**src/rtl/p405s_icu_pkg.sv**
```systemverilog
// p405s_icu_pkg: shared FSM encoding, line-offset width helper and reset vector for the ICU VA scheduler.
package p405s_icu_pkg;
  typedef enum logic [1:0] {INIT = 2'd0, IDLE = 2'd1, FILL = 2'd2, DONE = 2'd3} state_t;
  localparam logic [31:0] RESET_VEC_DEF = 32'hFFFF_FFFC;
  function automatic int off_w(input int n);
    return $clog2(n);
  endfunction
endpackage

```
**src/rtl/p405s_icu_va_sched_if.sv**
```systemverilog
// p405s_icu_va_sched_if: fetch/fill requests in, VA register D/E1 and fill status out.
interface p405s_icu_va_sched_if;
  logic redirValid, seqReq, fetchStall, fillStart, fillWordAck;
  logic [0:31] redirAddr, fillAddr, vaL2, vaD;
  logic vaE1, fillBusy, fillDone, fillAbort, fillRej;
  modport master (
    output redirValid, redirAddr, seqReq, fetchStall, fillStart, fillAddr, fillWordAck, vaL2,
    input  vaD, vaE1, fillBusy, fillDone, fillAbort, fillRej
  );
  modport slave (
    input  redirValid, redirAddr, seqReq, fetchStall, fillStart, fillAddr, fillWordAck, vaL2,
    output vaD, vaE1, fillBusy, fillDone, fillAbort, fillRej
  );
endinterface

```
**src/rtl/p405s_icu_fillCnt.sv**
```systemverilog
// p405s_icu_fillCnt: fill beat counter with critical-word-first offset that wraps inside the line.
module p405s_icu_fillCnt
  import p405s_icu_pkg::*;
#(
  parameter int LINE_WORDS = 8,
  localparam int OW = off_w(LINE_WORDS)
) (
  input  logic          CB,
  input  logic          resetL,
  input  logic          i_load,
  input  logic [OW-1:0] i_start,
  input  logic          i_ack,
  output logic [OW-1:0] o_off,
  output logic          o_last
);
  logic [OW-1:0] r_cnt, r_start;
  assign o_off  = r_start + r_cnt + OW'(1);
  assign o_last = r_cnt == OW'(LINE_WORDS - 1);
  always_ff @(posedge CB or negedge resetL)
    if (!resetL) begin
      r_cnt   <= '0;
      r_start <= '0;
    end else if (i_load) begin
      r_cnt   <= '0;
      r_start <= i_start;
    end else if (i_ack) r_cnt <= r_cnt + OW'(1);
endmodule

```
**src/rtl/p405s_icu_va_sched.sv**
```systemverilog
// p405s_icu_va_sched: ICU VA register D/E1 arbiter (reset vector, redirect, line fill, sequential).
// ICU_NEXTLINE_PREFETCH_EN adds one automatic next-line prefetch fill after each demand fill.
module p405s_icu_va_sched
  import p405s_icu_pkg::*;
#(
  parameter int          INCR       = 8,
  parameter int          LINE_WORDS = 8,
  parameter logic [0:31] RESET_VEC  = RESET_VEC_DEF
) (
  input logic                 CB,
  input logic                 resetL,
  p405s_icu_va_sched_if.slave bus
);
  localparam int OW = off_w(LINE_WORDS);
  localparam int BW = 30 - OW;
  state_t r_state, w_nxt;
  logic [0:31] r_resume, w_d, w_redir;
  logic [0:BW-1] r_base, w_base_nx;
  logic [OW-1:0] w_sw, w_off;
  logic r_busy, r_done, r_abort, r_rej;
  logic w_e1, w_take, w_ack, w_last, w_pf_go, w_unused;
  assign w_redir   = {bus.redirAddr[0:29], 2'b00};
  assign w_take    = r_state == IDLE && !bus.redirValid && bus.fillStart;
  assign w_ack     = r_state == FILL && !bus.redirValid && bus.fillWordAck;
  assign w_base_nx = r_base + BW'(1);
  assign w_sw      = w_pf_go ? '0 : bus.fillAddr[BW:29];
  assign w_unused  = ^{bus.fillAddr[30:31], bus.redirAddr[30:31]};
`ifdef ICU_NEXTLINE_PREFETCH_EN
  logic r_pf;
  assign w_pf_go = r_state == DONE && !bus.redirValid && !r_pf;
`else
  assign w_pf_go = 1'b0;
`endif
  p405s_icu_fillCnt #(.LINE_WORDS(LINE_WORDS)) u_cnt (
    .CB     (CB),
    .resetL (resetL),
    .i_load (w_take || w_pf_go),
    .i_start(w_sw),
    .i_ack  (w_ack),
    .o_off  (w_off),
    .o_last (w_last)
  );
  always_comb begin
    w_d   = '0;
    w_e1  = 1'b0;
    w_nxt = r_state;
    case (r_state)
      INIT: begin
        w_d   = RESET_VEC;
        w_e1  = 1'b1;
        w_nxt = IDLE;
      end
      IDLE: begin
        w_e1  = bus.redirValid || bus.fillStart || (bus.seqReq && !bus.fetchStall);
        w_d   = bus.redirValid ? w_redir : bus.fillStart ? {bus.fillAddr[0:29], 2'b00} : bus.vaL2 + 32'(INCR);
        w_nxt = w_take ? FILL : IDLE;
      end
      FILL: begin
        w_e1  = bus.redirValid || (w_ack && !w_last);
        w_d   = bus.redirValid ? w_redir : {r_base, w_off, 2'b00};
        w_nxt = bus.redirValid ? IDLE : (w_ack && w_last) ? DONE : FILL;
      end
      default: begin
        w_e1  = 1'b1;
        w_d   = bus.redirValid ? w_redir : w_pf_go ? {w_base_nx, {(OW + 2){1'b0}}} : r_resume;
        w_nxt = w_pf_go ? FILL : IDLE;
      end
    endcase
  end
  // a dropped fillStart is any one not accepted by IDLE, except while INIT
  always_ff @(posedge CB or negedge resetL)
    if (!resetL) begin
      r_state  <= INIT;
      r_resume <= '0;
      r_base   <= '0;
      r_busy   <= 1'b0;
      r_done   <= 1'b0;
      r_abort  <= 1'b0;
      r_rej    <= 1'b0;
`ifdef ICU_NEXTLINE_PREFETCH_EN
      r_pf     <= 1'b0;
`endif
    end else begin
      r_state <= w_nxt;
      r_busy  <= w_nxt == FILL;
      r_done  <= r_state == DONE && !bus.redirValid && !w_pf_go;
      r_abort <= r_state == FILL && bus.redirValid;
      r_rej   <= bus.fillStart && (r_state == FILL || r_state == DONE || (r_state == IDLE && bus.redirValid));
      if (w_take) begin
        r_resume <= bus.vaL2;
        r_base   <= bus.fillAddr[0:BW-1];
      end
      if (w_pf_go) r_base <= w_base_nx;
`ifdef ICU_NEXTLINE_PREFETCH_EN
      r_pf <= w_pf_go ? 1'b1 : (w_nxt == IDLE) ? 1'b0 : r_pf;
`endif
    end
  assign bus.vaD       = resetL ? w_d : '0;
  assign bus.vaE1      = resetL && w_e1;
  assign bus.fillBusy  = r_busy;
  assign bus.fillDone  = r_done;
  assign bus.fillAbort = r_abort;
  assign bus.fillRej   = r_rej;
endmodule

```
**src/flat_wrapper.sv**
```systemverilog
// flat-port wrapper written by rule: the top's interface ports become plain ports
module p405s_icu_va_sched_flat import p405s_icu_pkg::*;
#(
  parameter int          INCR       = 8,
  parameter int          LINE_WORDS = 8,
  parameter logic [0:31] RESET_VEC  = RESET_VEC_DEF
)
  (CB, resetL, bus_redirValid, bus_redirAddr, bus_seqReq, bus_fetchStall, bus_fillStart, bus_fillAddr, bus_fillWordAck, bus_vaL2, bus_vaD, bus_vaE1, bus_fillBusy, bus_fillDone, bus_fillAbort, bus_fillRej);
  p405s_icu_va_sched_if bus_i ();
  input logic CB;
  input logic resetL;
  input wire logic [$bits(bus_i.redirValid)-1:0] bus_redirValid;
  input wire logic [$bits(bus_i.redirAddr)-1:0] bus_redirAddr;
  input wire logic [$bits(bus_i.seqReq)-1:0] bus_seqReq;
  input wire logic [$bits(bus_i.fetchStall)-1:0] bus_fetchStall;
  input wire logic [$bits(bus_i.fillStart)-1:0] bus_fillStart;
  input wire logic [$bits(bus_i.fillAddr)-1:0] bus_fillAddr;
  input wire logic [$bits(bus_i.fillWordAck)-1:0] bus_fillWordAck;
  input wire logic [$bits(bus_i.vaL2)-1:0] bus_vaL2;
  output wire logic [$bits(bus_i.vaD)-1:0] bus_vaD;
  output wire logic [$bits(bus_i.vaE1)-1:0] bus_vaE1;
  output wire logic [$bits(bus_i.fillBusy)-1:0] bus_fillBusy;
  output wire logic [$bits(bus_i.fillDone)-1:0] bus_fillDone;
  output wire logic [$bits(bus_i.fillAbort)-1:0] bus_fillAbort;
  output wire logic [$bits(bus_i.fillRej)-1:0] bus_fillRej;
  assign bus_i.redirValid = bus_redirValid;
  assign bus_i.redirAddr = bus_redirAddr;
  assign bus_i.seqReq = bus_seqReq;
  assign bus_i.fetchStall = bus_fetchStall;
  assign bus_i.fillStart = bus_fillStart;
  assign bus_i.fillAddr = bus_fillAddr;
  assign bus_i.fillWordAck = bus_fillWordAck;
  assign bus_i.vaL2 = bus_vaL2;
  assign bus_vaD = bus_i.vaD;
  assign bus_vaE1 = bus_i.vaE1;
  assign bus_fillBusy = bus_i.fillBusy;
  assign bus_fillDone = bus_i.fillDone;
  assign bus_fillAbort = bus_i.fillAbort;
  assign bus_fillRej = bus_i.fillRej;
  p405s_icu_va_sched #(.INCR(INCR), .LINE_WORDS(LINE_WORDS), .RESET_VEC(RESET_VEC)) u_core (.CB(CB), .resetL(resetL), .bus(bus_i));
endmodule
```
**config.mk**
```make
export PLATFORM = sky130hd
export DESIGN_NAME = p405s_icu_va_sched_flat
export DESIGN_NICKNAME = d
export VERILOG_FILES = /design/src/rtl/p405s_icu_pkg.sv /design/src/rtl/p405s_icu_va_sched_if.sv /design/src/rtl/p405s_icu_fillCnt.sv /design/src/rtl/p405s_icu_va_sched.sv /design/src/flat_wrapper.sv
export SDC_FILE = /design/constraint.sdc
export NUM_CORES = 1
export LEC_CHECK = 0
export CAP_MARGIN = 10
export CORE_ASPECT_RATIO = 0.75
export CORE_MARGIN = 2
export CORE_UTILIZATION = 53
export CTS_BUF_LIST = sky130_fd_sc_hd__clkbuf_4 sky130_fd_sc_hd__clkbuf_8 sky130_fd_sc_hd__clkbuf_16
export DETAILED_ROUTE_END_ITERATION = 6
export PLACE_DENSITY = 0.83
export SLEW_MARGIN = 40
export SYNTH_ARGS = -nofsm -noshare
export SYNTH_HDL_FRONTEND = slang
export SYNTH_SLANG_ARGS = --single-unit
```
**constraint.sdc**
```tcl
create_clock -name CB -period 6.01 [get_ports CB]
set_clock_uncertainty 0.15 [all_clocks]
set_input_delay 1.202 -clock CB [delete_from_list [all_inputs] [get_ports CB]]
set_output_delay 1.202 -clock CB [all_outputs]
set_load 0.01 [all_outputs]
```
==> metrics <==
Pint 1530 uW; Post-synth EDFFs 0; IR drop worst, VDD 203 uV; Leak between 0.002 and 0.003 uW; area delta synth->final 34.4%; # nets final 892; # hold bufs at CTS 0; FF-to-FF End u_core.r_resume[12]; register area share after synthesis 35.6%; R2R Setup Slk 3.72 ns; Hold Path Origin u_core.r_base[25]; yosys warns 0; fin crit share 87.5%; initial antenna violation count 0; Layout Cells excl Fill 911; Crit Path Max Fanout 11; Worst-Margin Slew 0.802 ns; core area around 9100 um^2; Core Rows 30; Hold Vio Cnt, Final 0; WHS Endpoint u_core.r_base[25]; DR top layer met4; vias 5,746; asr flop ratio synth 100%; IO Pins 140; number of global-route vias before repair ~5,500; Mean Syn Cell Area 7.52 um^2; die area 10,200 um^2; share of layout cells above drive strength 1 6.51%; Crit path required time 4.66 ns; routed wl met3 2350 um; most frequent cells in the layout nand2_1, clkdlybuf4s50_1, dfrtp_1; hpwl dp between 10,000 and 15,000 um; register bit count reported by yosys 71; GP Congestion about 0.91; Pre-antenna DRT Iters 6; Comb pwr share 49.1%; die span in x 116 um; Setup crit end kind output pin; Cells after Synth 664; Total Power 2570 uW; largest net degree at the start of global routing 63; worst hold path depth 2; # port buffers about 140; CTS tree done; met2 WL between 8000 and 9000 um; Main synth FF type dfrtp_1; GRT Total Usage 36.1%; Resized cells post-CTS 0; drt via density about 6.3; Synth Area in Adders 2.40%; Post-Route Setup TNS 0 ns; Max Slew Vio Count 0; post-CTS setup buffer count 0; Critical Path Start bus_vaL2[3]; Crit path arrival time 3.91 ns; maximum root-to-sink buffer count 2; r2r worst-path depth 7; f_max 190 MHz; hold crit path type reg -> reg; xor and xnor area share after synthesis 4.38%; # setup viols final 0; H-tree lvl count 3; Die Y slightly below 90 um; Psw 1050 uW; Root Buffer clkbuf_16; number of buffers created by CTS 9; CP Launch Type primary input; Yosys cell types 64; Reg power frac 32.1%; fin crit period 5.26 ns; CTS clock-pin slew for the worst setup and hold paths approximately 0.050 ns; net count after synthesis 776; multiplexer share of the synthesized area about 1.1%; reg-to-reg startpoint u_core.r_state[1]; drt first-iter violations 854; switching share of power about two fifths; Remaining DRCs 0; Synth Area in Compound Gates 23.7%; diode count 0; Initial Util 54.8%; DR WL/cell 19.8 um; Max-cap violations 0; clock tree sinks 71; Syn Std Cell Area 5000 um^2; gr ovfl total 0; RSZ-0062 raised after global routing false; status finished clean; simple-gate share of the synthesized area between 20% and 30%; max_slew headroom 46.4%; Power Density around 380 nW/um^2; main combinational cell family by area after synthesis simple AND/OR/NAND/NOR gates; Final Hold Slack 0.327 ns; Clock power frac about a fifth; final wirelength 18,100 um; Final ANT Viol Nets 0; most common cell after layout, fill and taps aside nand2_1; clock latency on the worst-skew pair 0.34 ns; met1 WL 7190 um; first-pass GRT wire length between 20,000 and 30,000 um; WS Path Type in -> out; Placed Cells between 800 and 900
## sequential cells by signal, indices dropped and copies added (netlist names)
signal	count
u_core.r_resume	32
u_core.r_base	27
u_core.u_cnt.r_cnt	3
u_core.u_cnt.r_start	3
u_core.r_state	2
u_core.bus.fillAbort	1
u_core.bus.fillBusy	1
u_core.bus.fillDone	1
u_core.bus.fillRej	1
## how the worst max path moves through the flow
stage,end,slack (ns),depth (start not counted)
after floorplan,bus_vaD[23],2.12,7
after global placement,bus_vaD[23],0.84,8
after detailed placement,bus_vaD[27],0.85,8
after CTS,bus_vaD[27],0.82,8
after global routing,bus_vaD[27],0.67,8
final,bus_vaD[27],0.75,8
## layer usage
metal,track usage (%),vias up
met2,54.8,414
li1,-,2567
met1,50.1,2701
met3,9.13,64
met4,13.7,0
met5,0,-
## logic make-up (layout without fill, tap and decap cells)
kind of cell,after synthesis,after routing
xor+xnor,25,25
mux,5,5
buf+inv,68,187
compound gates,181,181
simple gates,305,305
fa+ha+maj,9,9
flops,71,71
## power by group through the flow
stage / clock network (uW) / logic, uW / registers (uW)
after floorplan: 0 / 724 / 791
after global placement: 0 / 1200 / 811
after detailed placement: 0 / 1230 / 825
after CTS: 482 / 1240 / 819
after global routing: 503 / 1370 / 842
final: 484 / 1260 / 826
## worst max-delay path, stage by stage
cell and delay (ns):
clkdlybuf4s50_1 0.60, ha_1 0.25, nand3_1 0.20, nor2_2 0.47, nand3_2 0.13, xor2_1 0.18
a221oi_2 0.30, clkdlybuf4s50_1 0.58
## area by class of cell
class / count / area [um^2]
tap: 128 / 160
multi-input combinational: 525 / 2960
clock inverter: 2 / 10.0
sequential: 71 / 1780
clock buffer: 12 / 248
timing repair buffer: 154 / 1490
fill: 748 / 2410
inverter: 19 / 71.3
## synth_stat cells, types with 7 or more instances
master	number	area share, %
nor2b_1	7	0.88
nor2_1	32	2.4
a31oi_1	13	1.6
a22oi_1	22	3.3
a32oi_1	9	1.6
buf_2	8	0.80
inv_1	18	1.4
ha_1	8	2.0
xnor2_1	13	2.3
nand3_1	20	2.0
nand2_1	199	15
dfrtp_1	71	36
a21oi_1	38	3.8
xor2_1	12	2.1
o21ai_0	24	2.4
nand4_1	9	1.1
o21ai_1	26	2.6
clkbuf_1	35	2.6
## per-stage QoR
| stage | instance area (um^2) | setup WS, ns | util, % |
|---|---|---|---|
| finish | 6710 | 0.748 | 73.6 |
| global route | 6710 | 0.672 | 73.6 |
| CTS | 6710 | 0.821 | 73.6 |
| detailed placement | 6450 | 0.847 | 70.8 |
| global placement | 6450 | 0.843 | 70.8 |
| floorplan | 5000 | 2.12 | - |
Power figures use the tool's default switching activity.
